### src/rtl/pipe_hazard_ctrl_pkg.sv
// Shared types and width helpers for the pipeline hazard controller.
// The stage record is sized for the largest legal pipeline depth.
package pipe_hazard_ctrl_pkg;

  localparam int RDY_MAXW = 3;
  localparam int BYP_RF   = 0;

  typedef struct packed {
    logic                val;
    logic                wen;
    logic [4:0]          rd;
    logic [RDY_MAXW-1:0] rdy;
  } stage_rec_t;

  localparam int REC_W = $bits(stage_rec_t);

  // Width of a stage index (rdy field on the D port)
  function automatic int sw_f(input int n);
    return (n <= 2) ? 1 : $clog2(n);
  endfunction

  // Width of a bypass select: 0 = RF, k = stage k-1
  function automatic int bw_f(input int n);
    return $clog2(n + 1);
  endfunction

endpackage

### src/rtl/pipe_hazard_ctrl_stage.sv
// One tracked pipeline stage record: clear loads a bubble and wins over load.
module hazard_stage_reg
  import pipe_hazard_ctrl_pkg::*;
(
  input  logic             clk,
  input  logic             rst,
  input  logic             en,
  input  logic             clr,
  input  logic [REC_W-1:0] d,
  output logic [REC_W-1:0] q
);

  always_ff @(posedge clk or posedge rst) begin
    if (rst) begin
      q <= '0;
    end else if (clr) begin
      q <= '0;
    end else if (en) begin
      q <= d;
    end
  end

endmodule

### src/rtl/pipe_hazard_ctrl.sv
// Interlock/bypass controller for an in-order pipeline: tracks writers after D,
// selects bypass sources, stalls on late results and multi-cycle multiplies.
module pipe_hazard_ctrl
  import pipe_hazard_ctrl_pkg::*;
#(
  parameter int NSTAGES = 3,
  parameter int MUL_LAT = 4
) (
  input  logic                        clk,
  input  logic                        rst,
  input  logic                        val_D,
  input  logic                        rs1_en_D,
  input  logic                        rs2_en_D,
  input  logic [4:0]                  rs1_D,
  input  logic [4:0]                  rs2_D,
  input  logic [4:0]                  rd_D,
  input  logic                        wen_D,
  input  logic [sw_f(NSTAGES)-1:0]    rdy_D,
  input  logic                        mul_D,
  input  logic                        jump_D,
  input  logic                        br_taken_X,
  output logic                        reg_en_F,
  output logic                        reg_en_D,
  output logic                        squash_F,
  output logic                        squash_D,
  output logic [bw_f(NSTAGES)-1:0]    op1_byp_sel_D,
  output logic [bw_f(NSTAGES)-1:0]    op2_byp_sel_D,
  output logic                        val_X,
  output logic                        rf_wen_W,
  output logic [4:0]                  rf_waddr_W
);

  localparam int BW = bw_f(NSTAGES);

  stage_rec_t         stg_q [NSTAGES];
  stage_rec_t         stg_d [NSTAGES];
  logic [NSTAGES-1:0] stg_en;
  logic [NSTAGES-1:0] stg_clr;
  logic [NSTAGES-1:0] m1;
  logic [NSTAGES-1:0] m2;
  logic [3:0]         busy_cnt_reg;
  logic               busy;
  logic               need1;
  logic               need2;
  logic               stall1;
  logic               stall2;
  logic               stall_hz;
  logic               stall_d;
  logic               squash;
  logic               mul_enter;
  logic [BW-1:0]      sel1;
  logic [BW-1:0]      sel2;

  assign need1 = val_D && rs1_en_D && (rs1_D != 5'd0);
  assign need2 = val_D && rs2_en_D && (rs2_D != 5'd0);

  for (genvar gi = 0; gi < NSTAGES; gi++) begin : g_match
    assign m1[gi] = need1 && stg_q[gi].val && stg_q[gi].wen && (stg_q[gi].rd == rs1_D);
    assign m2[gi] = need2 && stg_q[gi].val && stg_q[gi].wen && (stg_q[gi].rd == rs2_D);
  end

  // Scan oldest to youngest so the youngest matching writer has the last word.
  always_comb begin
    sel1   = BW'(BYP_RF);
    sel2   = BW'(BYP_RF);
    stall1 = 1'b0;
    stall2 = 1'b0;
    for (int k = NSTAGES - 1; k >= 0; k--) begin
      if (m1[k]) begin
        stall1 = int'(stg_q[k].rdy) > k;
        sel1   = stall1 ? BW'(BYP_RF) : BW'(k + 1);
      end
      if (m2[k]) begin
        stall2 = int'(stg_q[k].rdy) > k;
        sel2   = stall2 ? BW'(BYP_RF) : BW'(k + 1);
      end
    end
  end

  assign busy      = (busy_cnt_reg != 4'd0);
  assign stall_hz  = stall1 | stall2;
  assign stall_d   = stall_hz | busy;
  assign squash    = br_taken_X & stg_q[0].val;
  assign mul_enter = ~busy & ~stall_hz & ~squash & val_D & mul_D;

  always_ff @(posedge clk or posedge rst) begin
    if (rst) begin
      busy_cnt_reg <= 4'd0;
    end else if (mul_enter) begin
      busy_cnt_reg <= 4'(MUL_LAT - 1);
    end else if (busy) begin
      busy_cnt_reg <= busy_cnt_reg - 4'd1;
    end
  end

  // X holds during a multiply while a bubble is pushed into the stage behind it.
  for (genvar gi = 0; gi < NSTAGES; gi++) begin : g_stage
    if (gi == 0) begin : g_x
      assign stg_d[gi]   = '{val: val_D, wen: wen_D, rd: rd_D, rdy: RDY_MAXW'(rdy_D)};
      assign stg_en[gi]  = ~busy;
      assign stg_clr[gi] = ~busy & (stall_hz | squash);
    end else if (gi == 1) begin : g_m
      assign stg_d[gi]   = stg_q[gi-1];
      assign stg_en[gi]  = 1'b1;
      assign stg_clr[gi] = busy;
    end else begin : g_tail
      assign stg_d[gi]   = stg_q[gi-1];
      assign stg_en[gi]  = 1'b1;
      assign stg_clr[gi] = 1'b0;
    end

    hazard_stage_reg u_reg (
      .clk (clk),
      .rst (rst),
      .en  (stg_en[gi]),
      .clr (stg_clr[gi]),
      .d   (stg_d[gi]),
      .q   (stg_q[gi])
    );
  end

  assign reg_en_F      = ~stall_d | squash;
  assign reg_en_D      = ~stall_d | squash;
  assign squash_D      = squash;
  assign squash_F      = squash | (jump_D & val_D & ~stall_d & ~rst);
  assign op1_byp_sel_D = sel1;
  assign op2_byp_sel_D = sel2;
  assign val_X         = stg_q[0].val;
  assign rf_wen_W      = stg_q[NSTAGES-1].val & stg_q[NSTAGES-1].wen;
  assign rf_waddr_W    = rf_wen_W ? stg_q[NSTAGES-1].rd : 5'd0;

endmodule
### config.mk
export PLATFORM = sky130hd
export DESIGN_NAME = pipe_hazard_ctrl
export DESIGN_NICKNAME = d
export VERILOG_FILES = /design/src/rtl/pipe_hazard_ctrl_pkg.sv /design/src/rtl/pipe_hazard_ctrl_stage.sv /design/src/rtl/pipe_hazard_ctrl.sv
export SDC_FILE = /design/constraint.sdc
export NUM_CORES = 1
export LEC_CHECK = 0
export ABC_AREA = 1
export CORE_MARGIN = 5
export CORE_UTILIZATION = 47
export CTS_CLUSTER_DIAMETER = 150
export DETAILED_ROUTE_END_ITERATION = 16
export PLACE_DENSITY = 0.84
export SYNTH_ARGS = -nofsm -noshare
export SYNTH_HDL_FRONTEND = slang
export SYNTH_SLANG_ARGS = --single-unit
### constraint.sdc
create_clock -name clk -period 2.3 [get_ports clk]
set_input_delay 0.46 -clock clk [delete_from_list [all_inputs] [get_ports clk]]
set_output_delay 0.46 -clock clk [all_outputs]
set_load 0.03 [all_outputs]
==> results.yml <==
route:
  drc: 0
  detail_route.wirelength_mm: 5.827
  num_vias: 2176
  detailed_route_vias_per_instance: 5.072
  drt-wirelength-per-cell_um: 13.58
  first_pass_iters: 4
  drt_first_iter_violations: 106
  route.antenna.remaining_nets: 0
floorplanning:
  placementRows: 23
  boundaryPins: 41
  fp.coreArea_um2: 4000
  fp.dieH_um: 74.22
  die_area_um2: 5508
  die_x_extent_um: 74.22
  start_util_pct: 48.45
critical_path:
  crit_path_max_incr_delay_ns: 0.42
  worstPathArrival_ns: 2.09
  path_cells: "inv_2, nand2_1, nand2_1, nand2_1, nor2_2, nand3_2, buf_4, buf_4, buf_4, buf_4, nand2_2, a22o_1, inv_1, buf_6"
  cell_repeated_most_along_the_worst_path: "sky130_fd_sc_hd__buf_4"
  worst_setup_path_endpoint: "op1_byp_sel_D[1]"
  critical_path.startpoint_type: "flop"
  worst-r2r-setup-slack_ns: 0.38
  worst_r2r_path_depth: 17
  worst-setup-path-type: "flop to output pin"
  crit_path_end_kind: "output pin"
  required_ns: 1.84
  cp-startpoint: "g_stage[0].u_reg.q[3]"
  cpMaxStageDelayCell: "sky130_fd_sc_hd__dfrtp_1"
  rr_endpoint: "g_stage[0].u_reg.q[1]"
  cp_max_fo: 5
  r2r_start: "g_stage[0].u_reg.q[4]"
timing:
  max_freq_mhz: 392.4
  worstMarginPinSlew_ns: 0.4029
  maxSlewHeadroom_pct: 73.14
  finalCritPeriodShare_pct: 110.8
  finalWorstSetupSlack_ns: -0.2487
  finalMaxSlewViolations: 0
  final-setup-viol-count: 6
  finalCriticalPeriod_ns: 2.549
  timing.clock.skew_ns: 0.008306
  number_of_failing_hold_endpoints_at_the_final_stage: 0
  rsz0062_at_grt: "yes"
finish:
  nFillCells: 300
  ff_latch_area_um2: 779.5
  multi_input_area_um2: 1040
  areaGrowthSynthToFinish_pct: 47.00
  final_layout_size_suffix_gt1_share_pct: 29.55
  finalNetCount: 405
  antenna_cells: 0
  instances_no_fill: 429
  largest_register_ffs: 27
global_route:
  grt_antenna_before_repair: 0
  grt_ovf: 0
  grt_pass1_vias: 2040
  first_pass_grt_wire_length_mm: 8.942
  grt_usage_pct: 21.30
  grt_max_degree: 32
pwr:
  peakVddDrop_mv: 0.6877
  powerDensity_nw_per_um2: 848.0
  cellLeakagePower_nw: 1.512
cts:
  cts-hold-fix-buffers: 0
  ctsHtreeMaxLevel: 2
  clk_pin_slew_ns: 0.07
  cts.root.buffer_cell: "sky130_fd_sc_hd__clkbuf_8"
  cts_tree: "done"
  numClockSinks: 31
  num_cts_buffers: 5
  worstSkewPairLatency_ns: 0.28
  cts_buffer_depth: 2
hold_path:
  timing.hold.worst.class: "flop to flop"
  worstHoldStart: "g_stage[1].u_reg.q[0]"
synthesis:
  post_synth_instance_area_um2: 1938
  yosys_warnings: 0
  synthDistinctLibCells: 28
  syn_avg_cell_area_um2: 6.570
  synthesis_stage_register_bit_count: 31
  synth_sequential_area_ratio_pct: 40.03
  synth_fp_nets: 322
  synthesis.instances: 295
outcome:
  violations: "negative setup slack"
  status: "finished, violations left"
placed_design:
  dp.cells: 404
  port_buffers: 40
  routabilityCongestion: 1.008
  dpl.hpwl_mm: 4.068
  dp_worst_setup_slack_ns: -0.4884
flow_run:
  max_cap_viol_count: 0
-- placed cells by master, fill, tap and decap left out, types with 4 or more instances in the layout --
master	count
sky130_fd_sc_hd__nand2_2	12
sky130_fd_sc_hd__buf_6	7
sky130_fd_sc_hd__o21ai_0	7
sky130_fd_sc_hd__buf_4	42
sky130_fd_sc_hd__nand2_1	92
sky130_fd_sc_hd__clkbuf_8	7
sky130_fd_sc_hd__nor2_1	34
sky130_fd_sc_hd__buf_2	6
sky130_fd_sc_hd__clkdlybuf4s50_1	19
sky130_fd_sc_hd__nand3_1	20
sky130_fd_sc_hd__o21ai_1	9
sky130_fd_sc_hd__dfrtp_1	28
sky130_fd_sc_hd__nand4_1	4
sky130_fd_sc_hd__inv_1	37
sky130_fd_sc_hd__inv_2	13
sky130_fd_sc_hd__nor2_2	5
-- critical path: cells and delay by family, from the launching register on --
family,cells,cell delay [ns]
and+or+nand+nor,6,0.47
AOI/OAI and AO/OA,1,0.13
DFF,1,0.42
buffers and inverters,7,0.80
-- repair_timing --
item / CTS / global route
buffers inserted: 12 / 7
gates resized for setup: 54 / 32
pin swaps: 16 / 20
setup endpoints to repair: 7 / 7
-- layer usage --
| layer | track usage (%) | share of wire [%] |
|---|---|---|
| met3 | 4.730 | 7.4 |
| met2 | 36.42 | 49 |
| met5 | 0 | 0 |
| met4 | 9.684 | 2.0 |
| met1 | 25.62 | 41 |
-- how the worst min path moves through the flow --
stage | endpoint | cells past startpoint
2_1_floorplan | g_stage[2].u_reg.q[0] | 0
3_3_place_gp | g_stage[2].u_reg.q[0] | 0
3_5_place_dp | g_stage[2].u_reg.q[0] | 0
4_1_cts | g_stage[2].u_reg.q[0] | 0
5_1_grt | g_stage[2].u_reg.q[0] | 0
6_report | g_stage[2].u_reg.q[0] | 0
-- logic make-up (layout without fill, tap and decap cells) --
group                      count (synthesis)  after routing  synth area share (%)
and+or+nand+nor                          178            178                 38.73
adders and majority gates                  1              1                0.6455
buffers and inverters                     55            139                 11.30
AOI/OAI and AO/OA                         24             24                 6.585
DFF                                       31             31                 40.03
xor gates and xnor gates                   6              6                 2.712
-- metrics by stage --
step / hold WS, ns / TNS [ns] / power, W / area, um^2 / util, %
finish: 0.3633 / -1.164 / 0.002416 / 2849 / 71.22
global route: 0.3758 / -1.990 / 0.002585 / 2849 / 71.22
CTS: 0.3613 / -0.6225 / 0.002306 / 2735 / 68.38
detailed placement: 0.3472 / -3.964 / 0.001737 / 2531 / 63.28
global placement: 0.3313 / -3.635 / 0.001712 / 2531 / 63.28
floorplan: 0.3312 / 0 / 0.001442 / 1939 / -
-- where the power goes --
group          internal (W)  switching, W
Clock              0.000273      0.000203
Combinational      0.000467      0.000621
Sequential         0.000711      0.000141
Total               0.00145      0.000965
-- area by class of cell --
class / count / share of cell area, %
repair buffers: 81 / 23.85
clock buffers: 8 / 3.513
multi-input cells: 209 / 36.50
flip-flops and latches: 31 / 27.36
well taps: 50 / 2.196
inverters: 50 / 6.588
-- cell usage after synthesis, drive strengths merged --
cell,instances,area [um^2]
xor2,3,26.28
a22o,1,8.760
nand4,5,37.53
nand2,104,392.9
inv,50,187.7
dfrtp,31,775.7
o21bai,1,7.510
xnor2,3,26.28
nand3,22,115.1
o21ai,16,80.07
a21oi,5,25.02
o22ai,1,6.260
buf,3,23.77
nor2,42,162.6
ha,1,12.51
nand3b,2,15.01
nor3,2,15.01
nor3b,1,12.51
clkbuf,2,7.510
No activity file was read; power rests on OpenSTA's default activity.
